File: src/rtl/tone_freq_detector.sv
// Measures the rising-edge period of an asynchronous square-wave tone and
// classifies it as one of the notes C4..C5, with repeat-confirmation before reporting.
module tone_freq_detector #(
    parameter int unsigned T_CD        = 361374,
    parameter int unsigned T_DE        = 321950,
    parameter int unsigned T_EF        = 294857,
    parameter int unsigned T_FG        = 270723,
    parameter int unsigned T_GA        = 241187,
    parameter int unsigned T_AB        = 214850,
    parameter int unsigned T_BC        = 196816,
    parameter int unsigned PER_MAX     = 393686,
    parameter int unsigned PER_MIN     = 185468,
    parameter int unsigned PER_TIMEOUT = 524287,
    parameter int unsigned CONFIRM     = 2
) (
    input  logic        CLK,
    input  logic        RESET,
    input  logic        ENABLE,
    input  logic        TONE_IN,
    output logic [18:0] PERIOD,
    output logic        PERIOD_STB,
    output logic [2:0]  NOTE,
    output logic        NOTE_VALID,
    output logic        NEW_NOTE
);

    typedef enum logic {S_IDLE, S_MEASURE} state_e;

    localparam logic [18:0] TH_CD   = 19'(T_CD);
    localparam logic [18:0] TH_DE   = 19'(T_DE);
    localparam logic [18:0] TH_EF   = 19'(T_EF);
    localparam logic [18:0] TH_FG   = 19'(T_FG);
    localparam logic [18:0] TH_GA   = 19'(T_GA);
    localparam logic [18:0] TH_AB   = 19'(T_AB);
    localparam logic [18:0] TH_BC   = 19'(T_BC);
    localparam logic [18:0] P_MAX   = 19'(PER_MAX);
    localparam logic [18:0] P_MIN   = 19'(PER_MIN);
    localparam logic [18:0] CNT_TO  = 19'(PER_TIMEOUT - 1);
    localparam logic [1:0]  CONF    = 2'(CONFIRM);

    state_e      state_q, state_d;
    logic        sync1_q, sync2_q, dly_q;
    logic [18:0] cnt_q, cnt_d;
    logic [18:0] period_q, period_d;
    logic        stb_q, stb_d;
    logic [2:0]  note_q, note_d;
    logic        valid_q, valid_d;
    logic        new_q, new_d;
    logic [2:0]  cand_q, cand_d;
    logic [1:0]  match_q, match_d;

    logic        rise;
    logic        in_range;
    logic [2:0]  cls;
    logic [1:0]  m_new;
    logic [2:0]  c_new;

    assign rise = sync2_q & ~dly_q;

    // A period equal to a threshold falls through to the higher note.
    always_comb begin
        cls = 3'd7;
        if      (period_q > TH_CD) cls = 3'd0;
        else if (period_q > TH_DE) cls = 3'd1;
        else if (period_q > TH_EF) cls = 3'd2;
        else if (period_q > TH_FG) cls = 3'd3;
        else if (period_q > TH_GA) cls = 3'd4;
        else if (period_q > TH_AB) cls = 3'd5;
        else if (period_q > TH_BC) cls = 3'd6;
    end

    assign in_range = (period_q >= P_MIN) && (period_q <= P_MAX);

    always_comb begin
        state_d  = state_q;
        cnt_d    = cnt_q;
        period_d = period_q;
        stb_d    = 1'b0;
        note_d   = note_q;
        valid_d  = valid_q;
        new_d    = 1'b0;
        cand_d   = cand_q;
        match_d  = match_q;
        m_new    = match_q;
        c_new    = cand_q;

        if (!ENABLE) begin
            state_d = S_IDLE;
            cnt_d   = '0;
            valid_d = 1'b0;
            match_d = '0;
        end else begin
            // Match update for the period captured on the previous cycle.
            if (stb_q) begin
                if (!in_range) begin
                    match_d = '0;
                    valid_d = 1'b0;
                end else begin
                    if (cls == cand_q) begin
                        m_new = (match_q >= CONF) ? CONF : match_q + 2'd1;
                    end else begin
                        c_new = cls;
                        m_new = 2'd1;
                    end
                    cand_d  = c_new;
                    match_d = m_new;
                    if (m_new == CONF) begin
                        note_d  = c_new;
                        valid_d = 1'b1;
                        new_d   = !valid_q || (note_q != c_new);
                    end
                end
            end

            case (state_q)
                S_IDLE: begin
                    cnt_d = '0;
                    if (rise) state_d = S_MEASURE;
                end
                S_MEASURE: begin
                    if (rise) begin
                        cnt_d    = '0;
                        period_d = cnt_q + 19'd1;
                        stb_d    = 1'b1;
                    end else if (cnt_q == CNT_TO) begin
                        state_d = S_IDLE;
                        cnt_d   = '0;
                        valid_d = 1'b0;
                        match_d = '0;
                    end else if (cnt_q != '1) begin
                        cnt_d = cnt_q + 19'd1;
                    end
                end
                default: state_d = S_IDLE;
            endcase
        end
    end

    always_ff @(posedge CLK or posedge RESET) begin
        if (RESET) begin
            state_q  <= S_IDLE;
            sync1_q  <= 1'b0;
            sync2_q  <= 1'b0;
            dly_q    <= 1'b0;
            cnt_q    <= '0;
            period_q <= '0;
            stb_q    <= 1'b0;
            note_q   <= '0;
            valid_q  <= 1'b0;
            new_q    <= 1'b0;
            cand_q   <= '0;
            match_q  <= '0;
        end else begin
            state_q  <= state_d;
            sync1_q  <= TONE_IN;
            sync2_q  <= sync1_q;
            dly_q    <= sync2_q;
            cnt_q    <= cnt_d;
            period_q <= period_d;
            stb_q    <= stb_d;
            note_q   <= note_d;
            valid_q  <= valid_d;
            new_q    <= new_d;
            cand_q   <= cand_d;
            match_q  <= match_d;
        end
    end

    assign PERIOD     = period_q;
    assign PERIOD_STB = stb_q;
    assign NOTE       = note_q;
    assign NOTE_VALID = valid_q;
    assign NEW_NOTE   = new_q;

endmodule
File: config.mk
export PLATFORM = sky130hd
export DESIGN_NAME = tone_freq_detector
export DESIGN_NICKNAME = d
export VERILOG_FILES = /design/src/rtl/tone_freq_detector.sv
export SDC_FILE = /design/constraint.sdc
export NUM_CORES = 1
export LEC_CHECK = 0
export ABC_CLOCK_PERIOD_IN_PS = 3300
export CAP_MARGIN = 0
export CORE_MARGIN = 8
export CORE_UTILIZATION = 50
export CTS_BUF_LIST = sky130_fd_sc_hd__clkbuf_4
export DETAILED_ROUTE_END_ITERATION = 12
export PLACE_DENSITY_LB_ADDON = 0.2
export SLEW_MARGIN = 10
export SYNTH_ARGS = -nofsm -noshare
export SYNTH_HDL_FRONTEND = slang
export SYNTH_SLANG_ARGS = --single-unit
File: constraint.sdc
create_clock -name CLK -period 3.3 [get_ports CLK]
set_clock_uncertainty 0.15 [all_clocks]
set_input_delay 0.33 -clock CLK [delete_from_list [all_inputs] [get_ports CLK]]
set_output_delay 0.33 -clock CLK [all_outputs]
set_load 0.1 [all_outputs]
# [Word level (Yosys, flattened, before mapping)]
# Index checks and enable logic that the tools add are counted.
[op_classes] addsub=2 mul=0 div_mod_pow=0 order_cmp=10 n_eq_ne=6 n_shift=0 n_mux=45 bitwise_logic=3 n_reduce_logical=6
[ops] cell="19-bit > comparator, second input constant" count=4
[ops] cell="19-bit 2-to-1 mux" count=4
[ops] cell="19-bit by 18-bit > comparator with 1-bit output, second input constant" count=3
[ops] cell="19-bit case mux with 2 select lines" count=1
[ops] cell="2-bit 2-to-1 mux" count=13
[ops] cell="3-bit 2-to-1 mux" count=8
[ops] cell="19-bit by 1-bit adder with 19-bit output, second input constant" count=1
[ops] cell="19-bit equality test, second input constant" count=1
[ops] cell="19-bit by 18-bit >= comparator with 1-bit output, second input constant" count=1
[ops] cell="19-bit less-or-equal comparator, second input constant" count=1
[ops] cell="19-bit != test, second input constant" count=1
[ops] cell="1-bit 2-to-1 mux" count=18
[ops] cell="3-bit AND reduction" count=2
[ops] cell="5-bit by 2-bit != test with 1-bit output, second input constant" count=1
[ops] cell="4-bit AND reduction" count=1
[ops] cell="3-bit equality test" count=1
[ops] cell="3-bit != test" count=1
[ops] cell="2-bit by 1-bit adder with 2-bit output, second input constant" count=1
[ops] cell="2-bit equality test, second input constant" count=1
[ops] cell="2-bit >= comparator, second input constant" count=1
[ops] cell="1-bit inverter" count=2
[ops] cell="1-bit case mux with 2 select lines" count=1
[ops] cell="1-bit bitwise AND" count=1
[ops] cell="1-bit logical AND" count=1
[ops] cell="other kinds (2)" count=2
[word_totals] reg_bits=53 latchBits=0 ram_bits=0 romBits=0 inputBits=4 output_inout_bits=25 elab_cells=84 n_memories=0

# [Depth between registers and ports, before layout]
# Gate-level depths: netlist (run 1).
[depth] word_depth=21 depth_mapped=9 ltp_nobuf=8

# [Worst setup path before layout (run 1)]
# No wires, ideal clock.
[synth_path] path_kind="register to register" start="reg period_q[11] (netlist: PERIOD[11])" end="reg note_q[1] (netlist: NOTE[1])" arrival_ps=3303 required_time_ps=3024 path_slack_ps=-279 path_stages_with_launch=9 n_path_buf=1 period_less_slack_ps=3579 path_cell_list="dfrtp_1 -> buf_2 -> or3b_1 -> or4b_1 -> o211a_2 -> a2111oi_0 -> o211ai_2 -> nor2b_4 -> mux2_4"
[synth_between] elab_chain_len=15
[synth_lines] element="start, declared" line="44" rtl="logic [18:0] period_q, period_d;"
[synth_lines] element="start signal, assigned" line="159" rtl="period_q <= period_d;"
[synth_lines] element="19-bit by 18-bit > comparator with 1-bit output" line="69" rtl="else if (period_q > TH_BC) cls = 3'd6;"
[synth_lines] element="1-bit 2-to-1 mux" line="69"
[synth_lines] element="2-bit 2-to-1 mux" line="68" rtl="else if (period_q > TH_AB) cls = 3'd5;"
[synth_lines] element="2-bit 2-to-1 mux" line="67" rtl="else if (period_q > TH_GA) cls = 3'd4;"
[synth_lines] element="3-bit 2-to-1 mux" line="66" rtl="else if (period_q > TH_FG) cls = 3'd3;"
[synth_lines] element="3-bit 2-to-1 mux" line="65" rtl="else if (period_q > TH_EF) cls = 3'd2;"
[synth_lines] element="3-bit 2-to-1 mux" line="64" rtl="else if (period_q > TH_DE) cls = 3'd1;"
[synth_lines] element="3-bit 2-to-1 mux" line="63" rtl="if (period_q > TH_CD) cls = 3'd0;"
[synth_lines] element="3-bit equality test" line="99" rtl="if (cls == cand_q) begin"
[synth_lines] element="2-bit 2-to-1 mux" line="99"
[synth_lines] element="2-bit 2-to-1 mux" line="95" rtl="if (!in_range) begin"
[synth_lines] element="2-bit 2-to-1 mux" line="94" rtl="if (stb_q) begin"
[synth_lines] element="2-bit 2-to-1 mux" line="87" rtl="if (!ENABLE) begin"
[synth_lines] element="2-bit equality test" line="107" rtl="if (m_new == CONF) begin"
[synth_lines] element="4-bit AND reduction (no line)"
[synth_lines] element="end signal, assigned" line="161" rtl="note_q <= note_d;"
[synth_lines] element="end, declared" line="46" rtl="logic [2:0] note_q, note_d;"
# Several ways; a longest one is shown, not always the timed one. The select of a mux whose other input is x is not followed.
# A chain may end at the register's enable or synchronous reset.

# [Worst setup path in the final report (run 1)]
[layout_path] start="reg period_q[0] (netlist: PERIOD[0])" end="reg note_q[2] (netlist: NOTE[2])"
# The elaborated chain is that of the path after synthesis.

==> results.tsv, run 1 <==
metric	value	unit
crit-path max FO	10	
syn nets	342	
dpl ws	210	ps
mux share of post-synthesis cell area	1.36	%
area of the multi-input gates	0.00157	mm2
die area	0.00883	mm2
fin cells	433	
Worst Reg-to-Reg Cells	8	
Main synth FF type	dfrtp_1	
Synth Area in XOR/XNOR	5.77	%
DR iter-0 viols	139	
Critical Path Sink	NOTE[2]	
filler instances	570	
crit path from	PERIOD[0]	
Slowest-stage cell, CP	or4_4	
Final Hold Slack	77.7	ps
part of the power in the clock network	27.5	%
RSZ-0062 raised after global routing	no	
initial antenna violation count	0	
CTS tree	done	
Initial Util	51.6	%
Synth warnings	0	
area growth from synthesis to layout	12.1	%
worst hold path class	in -> async	
CP Capture Type	register	
ys async rst share	100	%
Die X	93.9	um
DRC	0	
cell taking the most area after synthesis	dfrtp_1	
setup TNS	0	ps
Rows	28	
combinational family with the most area after synthesis	simple AND/OR/NAND/NOR gates	
Peak Freq	322	MHz
peak supply drop	0.000215	V
CTS Root Cell	clkbuf_4	
Num CTS Buffers	5	
routed vias	2573	
GRT overflow	0	
I/O pins	29	
Routed wire per std cell	16.3	um
setup violators final	0	
htree depth	2	
share of the cycle needed by the critical path after routing	94.1	%
Worst-Margin Slew	981	ps
clk buf depth	2	
pin count of the biggest net entering global routing	39	
Port Buffers	28	
Sw Ratio	26.1	%
clock sink total	53	
Avg Cell Area, Syn	9.04	um2
Worst Slack Setup Final	196	ps
first-pass GRT wire length	12000	um
Final Hold Vio Count	0	
Logic pwr share	7.6	%
routed vias/inst	5.94	
FF-to-FF Start	PERIOD[0]	
slack of the worst reg-to-reg path	200	ps
post-synthesis sequential area ratio	43.7	%
Final #Nets	363	
crit path DAT	3230	ps
top cells by area, synth	dfrtp_1 (44%), nand2_1 (4.4%), o21ai_0 (4.1%)	
Worst-Skew Late Latency	360	ps
critical path class	reg -> reg	
Initial DRT Pass Iterations	4	
layout cells sized above 1	18.4	%
Die Height	93.9	um
EDFF count, synth	0	
run status	complete, no violations	
hpwl dp	5420	um
register bit total from synthesis	53	
sequential share of power	64.9	%
crit-path cells	a2111o_1 > o311a_1 > or4_4 > nand2_2 > a21boi_2 > o311a_1 > nor2b_4 > mux2_4	
Final Max Slew Viols	0	
Routed WL	7060	um
vias in the first global route	2424	
simple-gate share of the synthesized area	23.8	%
minimum clock period	3100	ps
Synth top area share	43.7	%
CP Data Required Time	3430	ps
Register Area	0.00134	mm2
LEAKAGE	1.44	nW
Max stage delay on crit path	540	ps
Power Dens Cells	305	mW/mm2
compound-gate portion of the synthesized area	20.0	%
Core ar.	0.00589	mm2
Final Wtd Congestion	0.920	
antenna cells	0	
max_slew headroom	34.4	%
Psw	0.271	mW
dpl cells	425	
aggregate global-route resource usage	16.8	%
Reg-to-Reg End	NOTE[2]	
Pint	0.767	mW
antenna viol nets, final	0	
adder-cell share of the synthesized area	0.824	%
cell mode on critical path	o311a_1	
max cap viols	0	
Syn Inst Count	336	
Startpoint Class	register	
Synth Cell Area	0.00304	mm2
Clock transition at path regs	150	ps
Netlist cell types	64	
[worst min-delay path by stage]
stage	startpoint	endpoint	slack, ps	depth (start not counted)
finish	RESET	sync1_q	80	2
CTS	RESET	cnt_q[10]	70	2
floorplan	sync1_q	sync2_q	180	0
global placement	sync1_q	sync2_q	180	0
global route	RESET	cnt_q[9]	90	2
detailed placement	sync1_q	sync2_q	190	0
[state kept, by name, indices dropped and copies added, names as in the netlist]
signal,count
NEW_NOTE,1
NOTE,3
NOTE_VALID,1
PERIOD,19
PERIOD_STB,1
cand_q,3
cnt_q,19
dly_q,1
match_q,2
state_q,1
sync1_q,1
sync2_q,1
[area by class of cell]
class                   count  share of cell area (%)
inverters                   9                   0.992
multi-input cells         249                    46.2
clock inverters             2                   0.294
well taps                  75                    2.76
flip-flops and latches     53                    39.3
clock buffers               6                    1.32
repair buffers             39                    9.11
[placed cells by master, fill, tap and decap left out, types with 3 or more instances in the layout]
cell type,Yosys,final
o31ai_1,3,3
nor2_1,22,22
dfrtp_2,0,10
o311a_1,4,4
or4_1,3,3
buf_4,0,32
and3_1,4,4
inv_1,9,8
a21oi_1,20,20
nor4_1,6,6
nor3_1,7,7
nor2b_1,3,3
nand2_1,36,36
nand3_1,11,11
and4_1,3,3
nand4_1,14,14
xnor2_1,10,10
or3_1,5,5
o21ai_0,25,25
clkbuf_4,0,6
clkdlybuf4s50_1,0,7
dfrtp_1,53,43
nand2b_1,3,3
a2111oi_0,4,3
a31oi_1,3,3
xor2_1,10,10
or2_2,4,4
[synth_stat cells, drive strengths merged (7+ instances only)]
cell type   n
nor2       23
nand2      37
a21oi      20
o21ai      26
dfrtp      53
nand4      14
clkbuf     20
nand3      11
nor3        7
xnor2      10
xor2       10
inv         9
[power by group through the flow]
stage / clock [mW] / combinational, mW / sequential, mW
finish: 0.285 / 0.0793 / 0.673
global route: 0.322 / 0.0857 / 0.676
CTS: 0.296 / 0.0806 / 0.673
detailed placement: 0 / 0.0807 / 0.686
global placement: 0 / 0.0806 / 0.685
floorplan: 0 / 0.0390 / 0.710
[cell families (layout without fill, tap and decap cells)]
family,Yosys count,after routing
buffers and inverters,34,56
DFF,53,53
adders and majority gates,2,2
xor gates and xnor gates,20,20
muxes,3,3
and+or+nand+nor,135,135
AOI/OAI and AO/OA,89,89
[stage by stage]
| step | power [mW] | util (%) | area (um2) |
|---|---|---|---|
| after floorplan | 0.749 | - | 3050 |
| after global placement | 0.765 | 56.9 | 3350 |
| after detailed placement | 0.766 | 56.9 | 3350 |
| after CTS | 1.05 | 57.8 | 3400 |
| after global routing | 1.08 | 57.8 | 3400 |
| final | 1.04 | 57.8 | 3400 |
[layer usage]
metal | up-vias | share of wire (%) | global-route usage, %
met1 | 1224 | 47 | 22.4
met2 | 64 | 46 | 26.3
li1 | 1274 | - | -
met5 | - | 0 | 0
met4 | 0 | 1.9 | 6.08
met3 | 11 | 4.5 | 3.20
[critical path: cells and delay by family (launching register included)]
| family | cells | cell delay, ps |
|---|---|---|
| AO/OA/AOI/OAI | 4 | 1190 |
| multiplexers | 1 | 310 |
| AND/OR/NAND/NOR | 3 | 870 |
| flip-flops | 1 | 500 |
[timing repair]
item | CTS | global route
hold endpoints to repair | 0 | 0
setup buffers | 0 | 0
resized for setup | 0 | 1
setup endpoints to repair | 0 | 2
hold buffers | 0 | 0
Power figures use the tool's default switching activity.
==> inputs of run 2 (changes only) <==
PLACE_DENSITY_LB_ADDON = 0.1   (was 0.2)
==> results.tsv, run 2 (same netlist as run 1, synthesis figures left out) <==
metric	value	unit	change
Total Power	1.20	mW	+16%
crit path DAT	3230	ps	about the same
Die X	93.9	um	unchanged
LEAKAGE	1.47	nW	+2.0%
critical path class	reg -> reg		
pin count of the biggest net entering global routing	40		+2.6%
GRT overflow	0		unchanged
routed vias	2579		+0.23%
Worst Slack Setup Final	181	ps	-15.3 ps
placed cell area	0.00337	mm2	+0.52%
aggregate global-route resource usage	17.2	%	+0.38 points
Core ar.	0.00589	mm2	unchanged
hpwl dp	5410	um	-0.19%
max cap viols	0		unchanged
Initial Util	51.6	%	unchanged
max_slew headroom	35.1	%	+0.75 points
CTS Root Cell	clkbuf_4		
clk buf depth	2		unchanged
CP Capture Type	register		
RSZ-0062 raised after global routing	no		
peak supply drop	0.000258	V	+20%
Final Max Slew Viols	0		unchanged
Peak Freq	321	MHz	-0.49%
Routed WL	7160	um	+1.4%
crit-path max FO	10		unchanged
Final #Nets	365		+0.55%
layout cells sized above 1	18.6	%	+0.18 points
first-pass GRT wire length	12300	um	+2.8%
Worst-Skew Late Latency	370	ps	about the same
Final Hold Slack	222	ps	+144 ps
Initial DRT Pass Iterations	4		unchanged
Final Hold Vio Count	0		unchanged
clock sink total	53		unchanged
DR iter-0 viols	132		-5.0%
commonest non-fill, non-tap cells in the layout	dfrtp_1 (43), nand2_1 (36), buf_4 (33)		
post-route cell area	0.00347	mm2	+2.0%
Die Height	93.9	um	unchanged
hold_buf cts	0		unchanged
setup TNS	0	ps	unchanged
run status	complete, no violations		
dpl ws	238	ps	+27.7 ps
initial antenna violation count	0		unchanged
Startpoint Class	register		
minimum clock period	3120	ps	+15.3 ps
DRC	0		unchanged
Num CTS Buffers	5		unchanged
antenna viol nets, final	0		unchanged
htree depth	2		unchanged
die area	0.00883	mm2	unchanged
share of the cycle needed by the critical path after routing	94.5	%	+0.46 points
Clock transition at path regs	160	ps	about the same
routed vias/inst	5.93		-0.23%
I/O pins	29		unchanged
Power Dens Cells	345	mW/mm2	+13%
vias in the first global route	2506		+3.4%
Rows	28		unchanged
worst hold path class	in -> async		
most common cell after layout, fill and taps aside	dfrtp_1		
area growth from synthesis to layout	14.3	%	
Worst-Margin Slew	970	ps	-11.2 ps
setup violators final	0		unchanged
Routed wire per std cell	16.4	um	+0.95%
Final Wtd Congestion	0.932		+1.3%
antenna cells	0		unchanged
CTS tree	done		
Port Buffers	28		unchanged
CP Data Required Time	3420	ps	about the same
[run 2: changes by cell type in the layout (fill, tap and decap cells not counted), sizes merged]
| cell | change |
|---|---|
| clkbuf | -1 |
| bufinv | +2 |
| inv | +1 |
| clkinv | -2 |
| clkdlybuf4s50 | +1 |
| buf | +1 |
[run 2: where the power goes]
group | switching [mW] | internal [mW]
Clock | 0.208 | 0.239
Combinational | 0.0613 | 0.0181
Sequential | 0.0149 | 0.659
Total | 0.284 | 0.915
[run 2: area by class of cell]
cell class                 count  area (um2)
clock inverter                 3        68.8
sequential                    53        1340
clock buffer                   5        37.5
timing repair buffer          41         328
multi-input combinational    249        1570
inverter                       9        33.8
fill                         546        2410
tap                           75        93.8
[run 2: metrics by stage]
step,std cells,utilization (%)
floorplan,336,-
global placement,427,57.2
detailed placement,427,57.2
CTS,435,59.0
global route,435,59.0
finish,435,59.0
[run 2: final timing paths]
| kind | slack (ps) | startpoint | depth (start not counted) | end |
|---|---|---|---|---|
| worst max-delay path | 180 | PERIOD[0] | 8 | NOTE[1] |
| worst min-delay path | 220 | RESET | 2 | PERIOD[15] |
| worst max register to register | 180 | PERIOD[0] | 8 | NOTE[1] |
| worst min register to register | 230 | sync1_q | 0 | sync2_q |
| max in group asynchronous | 2130 | RESET | 3 | NOTE[1] |
| min in group CLK | 220 | TONE_IN | 1 | sync1_q |
[run 2: what timing repair did]
action,in CTS,in global routing
setup buffers,0,0
gates resized for setup,0,1
endpoints found under the setup margin,0,2
[run 2: critical path, stage by stage (launching register included)]
cell,delay (ps)
dfrtp_2,500
a2111o_1,450
o311a_1,310
or4_4,540
nand2_2,140
a21boi_2,210
o311a_1,230
nor2b_4,190
mux2_4,310
[run 2: routing by layer]
layer  vias to the layer above  GRT usage [%]  share of wire (%)
met5                         -              0                  0
met2                        58           27.7                 47
met1                      1232           22.9                 47
met4                         0           5.02                1.3
met3                         8           3.04                4.3
li1                       1281              -                  -
==> inputs of run 3 (changes only) <==
TNS_END_PERCENT = 10   (was unset)
==> results of run 3 <==
Same layout as run 2: the final DEF is identical, and so are final timing and power.
==> RTL edit 1: new RTL, flow settings as in run 1 <==
Put one more register stage on the output `NOTE_VALID`, cleared by the reset. The value now appears one clock later. The other outputs are not delayed to match.
--- a/src/rtl/tone_freq_detector.sv
+++ b/src/rtl/tone_freq_detector.sv
@@ -169,7 +169,13 @@
     assign PERIOD     = period_q;
     assign PERIOD_STB = stb_q;
     assign NOTE       = note_q;
-    assign NOTE_VALID = valid_q;
+    always_ff @(posedge CLK or posedge RESET) begin
+        if (RESET) begin
+            NOTE_VALID <= '0;
+        end else begin
+            NOTE_VALID <= valid_q;
+        end
+    end
     assign NEW_NOTE   = new_q;
 
 endmodule
Formal check against the unedited RTL: no difference found for any inputs over 10 cycles, from zero or initial values and one cycle with RESET high; that may be too few to reach the edited logic, so the function may still have changed.
==> RTL edit 1 against run 1 <==
- setup slack gained 7.6 ps
- core utilization rose by 0.50 points
- maximum frequency grew 0.24%
- total power is 10% higher
- area after synthesis rose by 0.82%
- sequential share of layout area grew 0.15 points
- sequential cell count increased by 1
- design area grew 1.5%
- synthesized cell count rose by 0.30%
- wire length is 4.0% higher
- critical path depth did not move
- sequential power is 2% higher
- global-route usage rose by 0.70 points
==> RTL edit 1: results (changes against run 1) <==
Post-synthesis xor/xnor area fraction: 5.719% (-0.047 points)
Post-synthesis mux area share: 1.348% (-0.011 points)
DP HPWL: 5624 um (+3.8%)
Final WL: 7339 um (+4.0%)
Vias in the first global route: 2537 (+4.7%)
Layout Cells excl Fill: 434 (+0.23%)
Top post-synthesis cells by count: 54 x dfrtp_1, 36 x nand2_1, 25 x o21ai_0, 22 x nor2_1
Measured slew at the worst slew-check pin: 975.6 ps (-5.792 ps)
Synth Area in Compound Gates: 19.85% (-0.16 points)
Maximum vdd ir drop: 0.2195 mV (+1.9%)
Synth Area in Adders: 0.8170% (-0.0067 points)
Initial DRC Count: 112 (-19%)
GRT Util Overall: 17.48% (+0.70 points)
Slowest cell delay on critical path: 540 ps (about the same)
Share of cells above drive strength 1: 18.38% (-0.051 points)
Placer Congestion: 0.8914 (-3.1%)
Top FF cell, synth: dfrtp_1
R2R Path End: NOTE[1]$_DFFE_PP0P_
Syn_nets: 343 (+0.29%)
Leak Pwr: 1.468 nW (+1.7%)
Post-synthesis sequential area ratio: 44.12% (+0.46 points)
Nets: 364 (+0.28%)
Status: finished, final reports clean
Top delay family on crit path: compound AO/OA/AOI/OAI gates
Global-route wire length before repair: 12440 um (+4.0%)
Vias per cell: 6.035 (+1.6%)
Synthesized area per cell: 9.089 um^2 (+0.52%)
RTL edit 1: worst min path at each step:
stage                      startpoint                     end  slack, ps  depth (start not counted)
finish                          RESET   cnt_q[12]$_DFFE_PP0P_        110                          2
global route                    RESET  PERIOD[17]$_DFFE_PP0P_        140                          2
CTS                             RESET   cnt_q[12]$_DFFE_PP0P_        110                          2
detailed placement  sync1_q$_DFF_PP0_       sync2_q$_DFF_PP0_        190                          0
global placement    sync1_q$_DFF_PP0_       sync2_q$_DFF_PP0_        180                          0
floorplan           sync1_q$_DFF_PP0_       sync2_q$_DFF_PP0_        180                          0
RTL edit 1: cell type report:
| cell class | instances | area, um^2 |
|---|---|---|
| Tap cell | 75 | 93.84 |
| Clock inverter | 3 | 43.79 |
| Clock buffer | 5 | 37.54 |
| Fill cell | 553 | 2466 |
| Timing Repair Buffer | 39 | 310.3 |
| Multi-Input combinational cell | 249 | 1572 |
| Inverter | 9 | 33.78 |
| Sequential cell | 54 | 1364 |
RTL edit 1: logic make-up (layout without fill, tap and decap cells):
family                   count (synthesis)  count (layout)
flip-flops                              54              54
adder cells (fa/ha/maj)                  2               2
AO/OA/AOI/OAI                           89              89
buffers and inverters                   34              56
AND/OR/NAND/NOR                        135             135
multiplexers                             3               3
XOR/XNOR                                20              20
RTL edit 1: worst register-to-register path, stage by stage (launching register included):
cell and delay [ps]:
dfrtp_2 500, a2111o_1 440, o311a_1 300, or4_4 540, nand2_2 140, a21boi_2 210, o311a_1 230, nor2b_4 190
mux2_4 310
RTL edit 1: report_power, final:
| group | total (W) | internal (W) | switching (W) |
|---|---|---|---|
| registers | 0.000686 | 0.000671 | 0.0000150 |
| clock network | 0.000375 | 0.000161 | 0.000214 |
| logic | 0.0000796 | 0.0000181 | 0.0000614 |
| total | 0.00114 | 0.000850 | 0.000290 |
RTL edit 1: routing by layer:
metal	vias to the layer above	wire, um	track usage, %
met1	1256	3342	22.63
li1	1282	-	-
met5	-	0	0
met3	12	375	4.077
met4	0	127	6.341
met2	69	3494	27.64
RTL edit 1: stage by stage:
step           util [%]  cell area [um^2]  worst slack, ps  hold slack, ps  power (W)
2_1_floorplan         -              3075            8.401           181.2  0.0007613
3_3_place_gp      56.97              3373            296.8           183.4  0.0007784
3_5_place_dp      56.97              3373            222.4           193.3  0.0007791
4_1_cts           58.35              3455            203.5           110.9   0.001151
5_1_grt           58.35              3455            17.28           138.3   0.001187
6_report          58.35              3455            203.8           110.5   0.001141
==> RTL edit 2: new RTL, config.mk and constraints of run 1 <==
Made on the original files. Change the parameter `T_BC` from 196816 to 147612.
--- a/src/rtl/tone_freq_detector.sv
+++ b/src/rtl/tone_freq_detector.sv
@@ -7,7 +7,7 @@
     parameter int unsigned T_FG        = 270723,
     parameter int unsigned T_GA        = 241187,
     parameter int unsigned T_AB        = 214850,
-    parameter int unsigned T_BC        = 196816,
+    parameter int unsigned T_BC        = 147612,
     parameter int unsigned PER_MAX     = 393686,
     parameter int unsigned PER_MIN     = 185468,
     parameter int unsigned PER_TIMEOUT = 524287,
Check against the original RTL: no difference found for any inputs over 10 cycles, from zero or initial values and one cycle with RESET high; that may be too few to reach the edited logic, so the function may still have changed.
==> RTL edit 2 against run 1 <==
- area after synthesis grew 1.4%
- sequential cell count is the same
- wire length grew 4.8%
- combinational power grew 12%
- critical path depth is the same
- first-iteration DRC count grew 6.5%
- worst hold slack gained 77 ps
- final cell count grew 1.6%
- total power grew 8.3%
- core utilization grew 0.45 points
- non-clock buffer count shrank 2
- design area grew 2.0%
- highest routed layer unchanged
- setup slack lost 65 ps
==> RTL edit 2: results (changes against run 1) <==
Status: finished, final reports clean
GRT Util Overall: 17.37% (+0.60 points)
R2r startpoint: PERIOD[13]$_DFFE_PP0P_
Placer Congestion: 0.9241 (+0.45%)
Crit Path Max Fanout: 11 (+1)
Top post-synthesis cells by count: 53 x dfrtp_1, 36 x nand2_1, 28 x o21ai_0, 26 x a21oi_1, 22 x clkbuf_1
Layout Cells excl Fill: 440 (+1.6%)
Clock transition at path regs: 160 ps
Maximum vdd ir drop: 0.1970 mV (-8.6%)
Drt pass-1 iters: 4 (unchanged)
Placed Instances: 432 (+1.6%)
Crit path DAT: 3300 ps (+70 ps)
Post-placement cell area: 0.003393 mm^2 (+1.3%)
Antenna cells: 0 (unchanged)
Worst reg2reg path depth: 8 (unchanged)
Clock tree buffer depth: 2 (unchanged)
Worst hold-check path type: in -> async
Synth cell types: 64 (unchanged)
# port buffers: 28 (unchanged)
Top delay family on crit path: simple AND/OR/NAND/NOR gates
Vias in the first global route: 2504 (+3.3%)
Top cells by area, synth: dfrtp_1 43%, o21ai_0 4.5%, nand2_1 4.4%
Global-route wire length before repair: 12460 um (+4.2%)
Leak Pwr: 1.356 nW (-6.1%)
Nets: 370 (+1.9%)
Synthesis Warnings: 0 (unchanged)
Share of cells above drive strength 1: 18.63% (+0.19 points)
Root Buffer: clkbuf_4
Ys async rst share: 100.0% (unchanged)
R2R setup slack: 130 ps (-70 ps)
Wire length per cell: 16.81 um (+3.2%)
Initial antenna violation count: 0 (unchanged)
Slowest cell on crit path: or4_4
Initial DRC Count: 148 (+6.5%)
R2R Path End: NOTE[1]$_DFFE_PP0P_
CTS resizes: 0 (unchanged)
Relative slew slack: 35.29% (+0.92 points)
Post-synthesis sequential area ratio: 43.04% (-0.62 points)
Largest net degree at the start of global routing: 40 (+2.6%)
Synth top area share: 43.04% (-0.62 points)
Postcts setup bufs: 0 (unchanged)
Synth Instances: 347 (+3.3%)
Vias: 2621 (+1.9%)
DP HPWL: 5443 um (+0.50%)
Slowest cell delay on critical path: 550 ps
Filler cells: 543 (-4.7%)
H-tree levels: 2 (unchanged)
CTS buffer count: 5 (unchanged)
Clk_lat worst skew: 370 ps
RTL edit 2: changes by cell type after synthesis, sizes merged, moves of 3 or more:
cell          run 1  this run
nor4              6        10
a21oi            20        27
nand3            11        17
or2               6         2
nor2b             4         1
o21ai            26        29
o311a             4         0
and3              4         1
and2              0         4
RTL edit 2: routing by layer:
layer  wire [um]  GRT usage (%)  vias to the layer above
met2        3388          26.77                       64
met5           0              0                        -
met1        3526          23.91                     1246
met3         328          3.175                       14
li1            -              -                     1297
met4         153          5.982                        0
RTL edit 2: through the flow:
| step | util, % | setup slack (ps) | hold slack (ps) |
|---|---|---|---|
| 5_1_grt | 58.30 | 20.69 | 186.6 |
| 4_1_cts | 58.30 | 149.7 | 159.6 |
| 2_1_floorplan | - | -65.23 | 181.2 |
| 6_report | 58.30 | 131.0 | 154.9 |
| 3_5_place_dp | 56.97 | 166.0 | 185.8 |
| 3_3_place_gp | 56.97 | 178.3 | 182.2 |
RTL edit 2: worst reg2reg max path, stage by stage, from the launching register on:
cell and delay (ps):
dfrtp_2 520, or4_4 550, nor3_1 210, a2bb2oi_1 120, and2_1 200, o221a_2 300
or4_4 540, a21oi_2 160, mux2_1 340
RTL edit 2: kinds of logic after synthesis:
family | after synthesis | synth area share [%]
xor gates and xnor gates | 20 | 5.684
adders and majority gates | 2 | 0.8119
DFF | 53 | 43.04
buffers and inverters | 37 | 4.791
muxes | 5 | 1.827
AOI/OAI and AO/OA | 92 | 19.08
and+or+nand+nor | 138 | 24.77
RTL edit 2: layout make-up:
type                       instances  area (um^2)  share of cell area (%)
multi-input combinational        257         1618                   46.59
sequential                        53         1346                   38.77
timing repair buffer              37        297.8                   8.577
tap                               75        93.84                   2.703
clock buffer                       6        45.04                   1.297
inverter                          10        37.54                   1.081
clock inverter                     2        33.78                  0.9730
RTL edit 2: worst max path at each step:
stage / start / end / slack [ps] / depth (start not counted)
after CTS: PERIOD[13]$_DFFE_PP0P_ / NOTE[1]$_DFFE_PP0P_ / 150 / 8
after floorplan: PERIOD[8]$_DFFE_PP0P_ / NOTE[1]$_DFFE_PP0P_ / -70 / 9
after global routing: PERIOD[5]$_DFFE_PP0P_ / NOTE[1]$_DFFE_PP0P_ / 20 / 8
after detailed placement: PERIOD[5]$_DFFE_PP0P_ / NOTE[1]$_DFFE_PP0P_ / 170 / 8
after global placement: PERIOD[13]$_DFFE_PP0P_ / NOTE[1]$_DFFE_PP0P_ / 180 / 8
final: PERIOD[13]$_DFFE_PP0P_ / NOTE[1]$_DFFE_PP0P_ / 130 / 8
RTL edit 2: power breakdown:
part / switching (W) / internal, W
Sequential: 0.0000129 / 0.000658
Clock: 0.000198 / 0.000166
Combinational: 0.0000660 / 0.0000226
Total: 0.000277 / 0.000847
